## config.mk

```make
export PLATFORM = sky130hd
export DESIGN_NAME = bcd_frequency_generator
export DESIGN_NICKNAME = d
export VERILOG_FILES = /design/src/rtl/bcd_frequency_generator.sv
export SDC_FILE = /design/constraint.sdc
export NUM_CORES = 1
export LEC_CHECK = 0
export CORE_ASPECT_RATIO = 1.75
export CORE_MARGIN = 1
export CORE_UTILIZATION = 54
export DETAILED_ROUTE_END_ITERATION = 10
export MAX_ROUTING_LAYER = met4
export PLACE_DENSITY = 0.77
export SLEW_MARGIN = 20
export SYNTH_ARGS = -nofsm -noshare
export SYNTH_HDL_FRONTEND = slang
export SYNTH_SLANG_ARGS = --single-unit
```

## constraint.sdc

```tcl
create_clock -name Clk -period 3.4 [get_ports Clk]
set_input_delay 0.68 -clock Clk [delete_from_list [all_inputs] [get_ports Clk]]
set_output_delay 0.68 -clock Clk [all_outputs]
set_load 0.005 [all_outputs]
```

## src/rtl/bcd_frequency_generator.sv

```systemverilog
// BCD setpoint to square-wave generator: sequential BCD-to-binary conversion feeding a
// phase-accumulator toggle generator whose average output frequency equals the setpoint in Hz.
module bcd_frequency_generator #(
    parameter int unsigned CLK_HZ = 100_000_000,
    parameter int unsigned ACC_W  = $clog2(CLK_HZ / 2 + 10000)
) (
    input  logic        Clk,
    input  logic        Rst_n,
    input  logic [15:0] Frequency_BCD,
    input  logic        Load,
    output logic        Busy,
    output logic        Bcd_Error,
    output logic [13:0] Freq_Binary,
    output logic        Fx_out
);

    localparam logic [ACC_W-1:0] HALF = ACC_W'(CLK_HZ / 2);

    typedef enum logic [1:0] {StIdle, StConv, StApply} state_e;

    state_e           state_q;
    logic [15:0]      bcd_q;
    logic [13:0]      scratch_q;
    logic [1:0]       idx_q;
    logic             busy_q;
    logic             err_q;
    logic [13:0]      freq_q;
    logic [ACC_W-1:0] acc_q;
    logic             fx_q;

    logic             bcd_bad;
    logic [ACC_W-1:0] sum;
    logic [13:0]      scratch_next;

    always_comb begin
        bcd_bad = (Frequency_BCD[15:12] > 4'd9) || (Frequency_BCD[11:8] > 4'd9) ||
                  (Frequency_BCD[7:4] > 4'd9) || (Frequency_BCD[3:0] > 4'd9);
        // acc < HALF and freq <= 9999, so the sum always fits in ACC_W bits.
        sum          = acc_q + ACC_W'(freq_q);
        scratch_next = scratch_q * 14'd10 + {10'd0, bcd_q[15:12]};
    end

    always_ff @(posedge Clk or negedge Rst_n) begin
        if (!Rst_n) begin
            state_q   <= StIdle;
            bcd_q     <= '0;
            scratch_q <= '0;
            idx_q     <= '0;
            busy_q    <= 1'b0;
            err_q     <= 1'b0;
            freq_q    <= '0;
            acc_q     <= '0;
            fx_q      <= 1'b0;
        end else begin
            case (state_q)
                StIdle: begin
                    if (Load) begin
                        if (bcd_bad) begin
                            err_q <= 1'b1;
                        end else begin
                            bcd_q     <= Frequency_BCD;
                            scratch_q <= '0;
                            idx_q     <= 2'd3;
                            busy_q    <= 1'b1;
                            err_q     <= 1'b0;
                            state_q   <= StConv;
                        end
                    end
                end
                StConv: begin
                    // Most significant digit is always in the top nibble of the shifted copy.
                    scratch_q <= scratch_next;
                    bcd_q     <= {bcd_q[11:0], 4'h0};
                    idx_q     <= idx_q - 2'd1;
                    if (idx_q == 2'd0) begin
                        state_q <= StApply;
                    end
                end
                StApply: begin
                    freq_q  <= scratch_q;
                    busy_q  <= 1'b0;
                    state_q <= StIdle;
                end
                default: state_q <= StIdle;
            endcase

            if (state_q == StApply || freq_q == 14'd0) begin
                acc_q <= '0;
                fx_q  <= 1'b0;
            end else if (sum >= HALF) begin
                acc_q <= sum - HALF;
                fx_q  <= ~fx_q;
            end else begin
                acc_q <= sum;
            end
        end
    end

    assign Busy        = busy_q;
    assign Bcd_Error   = err_q;
    assign Freq_Binary = freq_q;
    assign Fx_out      = fx_q;

endmodule

```

==> metrics.txt, run 1 <==
Seq/Total Area, Yosys=0.361; CTS clk-pin slew, worst paths=approximately 0.060 ns; fmax=0.296 GHz; Inst Count DP=around 780; Hold Path Class=flip-flop to flip-flop; Area after DPL=6310 um^2; GRT Overall Usage=0.321; initial antenna violation count=0; Fin Hold WS=about 0.49 ns; run status=completed; Post-Syn Instances=about 570; Root Driver=clkbuf_16; final setup fails=0; # IOs=36; DIE WIDTH=about 77 um; area grow syn2layout=29.6%; Synth Warn #=0; DRT iter0 DRCs=between 200 and 300; DPL Wire Length=approximately 12,000 um; min Tclk post-route=around 3.4 ns; initial core utilization=0.560; Synth async-reset ratio=1.00; ys flop type=dfrtp_1; CTS Buf Count=9; unrepaired setup endpoints after global routing=yes; total grt overflow=0; DR vias=between 5,000 and 6,000; EDFF count, synth=0; Hold Fails Final Rpt=0; CP required=roughly 3.7 ns; reg-to-reg endpoint=acc_q[16]; Crit path arrival time=3.66 ns; DRC=0; syn nets=about 630; Die Height=134 um; worst setup path category=flip-flop to flip-flop; ant diodes=0; row cnt=47; Post-Route WL=16,100 um; reg2reg setup slack=between 0.015 and 0.02 ns; period utilization=0.995; design area=around 7000 um^2; core area=9530 um^2; Max FO, Critical Path=6; Avg Vias per Cell=6.38; clk sink count=77; WL/cell=around 20 um; Routed Antenna Nets=0; vias in the first global route=between 5,000 and 6,000; max-cap violations=0; Worst-Skew Late Latency=around 0.34 ns; Worst Hold Depth=1; Reg2Reg Depth=13; non-filler cells, final=roughly 810; CP startpoint kind=flip-flop; post-synthesis cell type count=77; GP Congestion=1.02; hold-critical path endpoint=Busy; Die ar.=10,300 um^2; FF-to-FF Start=Freq_Binary[0]; hold_sp=Busy; final setup TNS=0 ns; htree depth=3; Fill cells=approximately 700; Post-Syn Area per Cell=a little over 9 um^2; Pre-antenna DRT Iters=5; max-slew violations=0; CTS max path bufs=2; first-pass GRT wire length=24,700 um; largest net degree at the start of global routing=between 70 and 80; max_slew headroom=0.346; Crit. End Element=flip-flop; Tightest Pin Transition=0.981 ns; port bufs=35; CTS tree=done; Post-layout nets=approximately 740; post-synthesis cell area=between 5000 and 6000 um^2; fraction of layout cells with a size suffix above 1=0.253; CTS Hold Bufs=0; Setup Skew=0.00728 ns; register bit total from synthesis=77
[worst max-delay path by stage]
| stage | start | slack, ns | to | cells past startpoint |
|---|---|---|---|---|
| floorplan | Freq_Binary[0] | 0.02 | acc_q[23] | 13 |
| global placement | Freq_Binary[0] | 0.05 | acc_q[21] | 12 |
| finish | Freq_Binary[0] | 0.02 | acc_q[16] | 13 |
| global route | Freq_Binary[0] | -0.13 | acc_q[16] | 13 |
| CTS | scratch_q[2] | 0.004 | scratch_q[13] | 11 |
| detailed placement | Freq_Binary[0] | -0.05 | acc_q[13] | 12 |
[cells by family (layout without fill, tap and decap cells)]
family          after synthesis  count (layout)  share of synthesized area
xor+xnor                     38              38                     0.0624
mux                          14              14                     0.0295
fa+ha+maj                    41              41                      0.100
compound gates              166             167                      0.226
flops                        77              77                      0.361
buf+inv                      36             147                     0.0314
simple gates                199             199                      0.189
[routing by layer]
layer  GRT usage  wire length [um]
met1       0.290              5460
met2       0.576              8820
met3      0.0473               655
met4       0.266              1180
met5           -                 0
[critical path, stage by stage (launching register included)]
cell      delay, ns
dfrtp_1        0.41
ha_4           0.18
fa_2           0.41
a211oi_4       0.33
o211ai_2       0.18
buf_4          0.19
a21oi_1        0.20
nor3_2         0.08
a21oi_2        0.20
and4_4         0.32
o22ai_4        0.12
buf_6          0.15
or4_4          0.47
nand2_2        0.07
[placed cells by master (no fill, tap or decap), types with 10 or more instances in the layout]
master,netlist,layout
and2_1,14,13
xor2_1,17,14
xnor2_1,21,20
dfrtp_1,77,76
nand3_1,11,10
a21oi_1,29,24
nand4_1,11,11
o21ai_0,26,25
buf_4,2,79
mux2_2,14,14
a31oi_1,13,13
nor3_1,16,15
ha_1,38,30
inv_1,16,16
nand2_1,59,58
clkdlybuf4s50_1,0,34
nor2_1,41,40
[sequential cells by signal (all words and copies together), names as in the netlist]
register and count:
acc_q 26, bcd_q 16, Freq_Binary 14, scratch_q 14, idx_q 2, state_q 2, Bcd_Error 1, Busy 1
Fx_out 1
[synthesized netlist by cell type, drive strengths merged (5+ instances only)]
master / n / area, um^2
a31oi: 13 / 81.3
or3: 5 / 31.3
o21a: 6 / 45.0
xnor2: 21 / 184
a21oi: 34 / 189
ha: 38 / 475
nand4: 11 / 68.8
buf: 8 / 62.6
a22o: 9 / 78.8
and4: 5 / 43.8
o21ai: 34 / 178
o31ai: 5 / 37.5
xor2: 17 / 149
nand3: 11 / 55.1
nor3: 17 / 90.1
a211oi: 12 / 110
o211ai: 9 / 77.6
nand2: 61 / 239
and2: 14 / 87.6
nand2b: 6 / 37.5
mux2: 14 / 158
a21o: 9 / 67.6
nor2: 42 / 160
dfrtp: 77 / 1930
clkbuf: 12 / 45.0
inv: 16 / 60.1
[repair_timing]
| action | in CTS | in global routing |
|---|---|---|
| pin swaps | 2 | 19 |
| cloned | 0 | 1 |
| setup endpoints to repair | 9 | 22 |
| gates resized for setup | 3 | 53 |
| buffers inserted | 0 | 7 |
[final cells by class]
type	count	area, um^2	area share
inverter	16	60.1	0.00868
multi-input combinational	459	3530	0.511
sequential	77	1930	0.279
clock inverter	5	38.8	0.00561
timing repair buffer	116	976	0.141
tap	122	153	0.0221
clock buffer	10	229	0.0331
[stage by stage]
step,utilization,worst slack (ns)
floorplan,-,0.0223
global placement,0.662,0.0525
detailed placement,0.662,-0.0466
CTS,0.691,0.00357
global route,0.726,-0.125
finish,0.726,0.0173
Power of run 1 is not shown: default switching activity piles up to over one toggle a cycle in this logic, so the estimate is an artifact.
==> run 2, diff against run 1 <==
CAP_MARGIN = 20   (was not set)
==> results of run 2 <==
Final layout, timing and power as in run 1 (identical DEF).
Power of run 2 is left out for the same reason.
==> run 3, diff against run 2 <==
--- a/config.mk
+++ b/config.mk
@@ -12,5 +12,5 @@
 export DETAILED_ROUTE_END_ITERATION = 10
 export MAX_ROUTING_LAYER = met4
-export PLACE_DENSITY = 0.77
+export PLACE_DENSITY = 0.81
 export SLEW_MARGIN = 20
 export SYNTH_ARGS = -nofsm -noshare
==> constraint.sdc (replaced) <==
create_clock -name Clk -period 3.4 [get_ports Clk]
set_input_delay 0.68 -clock Clk [delete_from_list [all_inputs] [get_ports Clk]]
set_output_delay 0.68 -clock Clk [all_outputs]
set_load 0.05 [all_outputs]
==> run 3 against run 2 <==
The run now ends with negative setup slack left. Critical endpoint is now acc_q[11]. Die area is the same. Core utilization grew 0.59 points. Cell count grew 0.12%. Worst setup slack lost 0.15 ns. Fmax shrank 4.3%. Highest routed layer unchanged. Largest cell class unchanged. Routed wire length grew 2.0%. Clock-buffer cell count grew 2. Clock skew grew 0.0013 ns. Register-to-register slack lost 0.15 ns. Design area grew 0.81%. First-iteration DRC count grew 19%.
==> metrics.txt, run 3 (same netlist as run 1, synthesis figures left out) <==
run status=finished, violations left (was completed); failing checks=negative setup slack; max-cap violations=0 (unchanged); Setup Skew=0.00861 ns (was 0.00728 ns); clk sink count=77 (unchanged); Pre-antenna DRT Iters=5 (unchanged); Top Registers=acc_q (26), bcd_q (16) (unchanged); CTS Buf Count=9 (unchanged); DRT iter0 DRCs=326 (was 274); Tightest Pin Transition=0.993 ns (was 0.981 ns); Fill cells=692 (was 698); CTS clk-pin slew, worst paths=0.06 ns (about the same); initial core utilization=0.560 (unchanged); largest net degree at the start of global routing=78 (unchanged); CP startpoint kind=flip-flop (unchanged); WL/cell=20.4 um (was 20.0 um); FF-to-FF Start=Freq_Binary[0] (unchanged); htree depth=3 (unchanged); Final Worst Setup Slack=-0.135 ns (was 0.0173 ns); final setup TNS=-0.375 ns (was 0 ns); unrepaired setup endpoints after global routing=yes (unchanged); ant diodes=0 (unchanged); total grt overflow=0 (unchanged); Crit path arrival time=3.81 ns (was 3.66 ns); Top reg by flops=acc_q (unchanged); Die ar.=10,300 um^2 (unchanged); area grow syn2layout=30.6% (was 29.6%); max_slew headroom=0.338 (was 0.346); initial antenna violation count=0 (unchanged); CP required=3.68 ns (about the same); period utilization=1.04 (was 0.995); first-pass GRT wire length=25,200 um (was 24,700 um); DIE WIDTH=77.2 um (unchanged); Post-Route WL=16,400 um (was 16,100 um); DPL Wire Length=11,800 um (was 11,700 um); Hold Fails Final Rpt=0 (unchanged); Worst-Skew Late Latency=0.33 ns (was 0.34 ns); final setup fails=6 (was 0); Largest register FFs=26 (unchanged); commonest non-fill, non-tap cell in the layout=buf_4 (unchanged); CTS tree=done (unchanged); vias in the first global route=5,198 (was 5,193); fmax=0.283 GHz (was 0.296 GHz); Root Driver=clkbuf_16 (unchanged); fraction of layout cells with a size suffix above 1=0.262 (was 0.253); core area=9530 um^2 (unchanged); Avg Vias per Cell=6.29 (was 6.38); worst setup path category=flip-flop to flip-flop (unchanged); reg2reg setup slack=-0.13 ns (was 0.02 ns); Post-layout nets=739 (unchanged); DP Worst Slack=-0.226 ns (was -0.0466 ns); Routed Antenna Nets=0 (unchanged); max-slew violations=0 (unchanged); Inst Count DP=774 (was 782); Max FO, Critical Path=6 (unchanged); GP Congestion=0.957 (was 1.02); row cnt=47 (unchanged); Reg2Reg Depth=15 (was 13); CTS Hold Bufs=0 (unchanged); non-filler cells, final=806 (was 805); commonest cells after routing, fill and taps aside=buf_4, dfrtp_1, nand2_1, nor2_1, clkdlybuf4s50_1 (unchanged); Hold Path Class=primary input to async pin (was flip-flop to flip-flop); Crit. End Element=flip-flop (unchanged); Die Height=134 um (unchanged); DR vias=5,067 (was 5,135); GRT Overall Usage=0.327 (was 0.321); min Tclk post-route=3.53 ns (was 3.38 ns); reg-to-reg endpoint=acc_q[11] (was acc_q[16]); DRC=0 (unchanged); # IOs=36 (unchanged); port bufs=35 (unchanged); CTS max path bufs=2 (unchanged)
[run 3: changes by cell type in the layout (fill, tap and decap cells not counted), moves of 2 or more]
cell	delta
a21oi_1	-2
a21oi_2	+3
buf_4	+2
bufinv_16	+3
clkinv_4	-3
ha_2	+2
xor2_1	-2
xor2_4	+2
[run 3: routing by layer]
layer | global-route usage | wire (um) | vias to the layer above
met1 | 0.309 | 5610 | 2463
met5 | - | 0 | -
li1 | - | - | 2341
met2 | 0.612 | 9080 | 188
met3 | 0.0397 | 596 | 75
met4 | 0.198 | 1150 | 0
[run 3: final cells by class]
cell class | instances | area, um^2 | area share
Sequential cell | 77 | 1930 | 0.277
Multi-Input combinational cell | 458 | 3520 | 0.505
Clock inverter | 4 | 95.1 | 0.0136
Timing Repair Buffer | 117 | 971 | 0.139
Inverter | 16 | 60.1 | 0.00861
Tap cell | 122 | 153 | 0.0219
Clock buffer | 12 | 246 | 0.0353
[run 3: stage by stage]
stage	hold WS, ns	area, um^2	utilization
2_1_floorplan	0.384	5380	-
3_3_place_gp	0.465	6270	0.658
3_5_place_dp	0.479	6270	0.658
4_1_cts	0.496	6640	0.697
5_1_grt	0.513	6970	0.732
6_report	0.492	6970	0.732
[run 3: how the worst max path moves through the flow]
stage	from	end	slack, ns	depth (start not counted)
floorplan	Freq_Binary[12]	acc_q[23]	0.008	13
global placement	Freq_Binary[1]	acc_q[8]	-0.14	11
detailed placement	Freq_Binary[1]	acc_q[8]	-0.23	11
CTS	Freq_Binary[1]	acc_q[11]	0.02	12
global route	Freq_Binary[0]	acc_q[11]	-0.26	15
finish	Freq_Binary[0]	acc_q[11]	-0.13	15
[run 3: worst max-delay path, stage by stage, from the launching register on]
cell      delay (ns)
dfrtp_2         0.42
ha_4            0.18
fa_2            0.40
a211oi_4        0.29
buf_4           0.17
o21ai_4         0.06
a211oi_2        0.25
buf_4           0.17
a211oi_1        0.11
and4_4          0.24
o221a_2         0.29
o22ai_4         0.24
buf_4           0.21
o21ai_0         0.15
o31ai_1         0.14
buf_4           0.17
[run 3: repair_timing]
| item | in CTS | in global routing |
|---|---|---|
| pin swaps | 0 | 23 |
| setup buffers | 0 | 16 |
| setup endpoints to repair | 12 | 21 |
| cloned | 0 | 0 |
| gates resized for setup | 5 | 49 |
Power of run 3 is left out for the same reason.
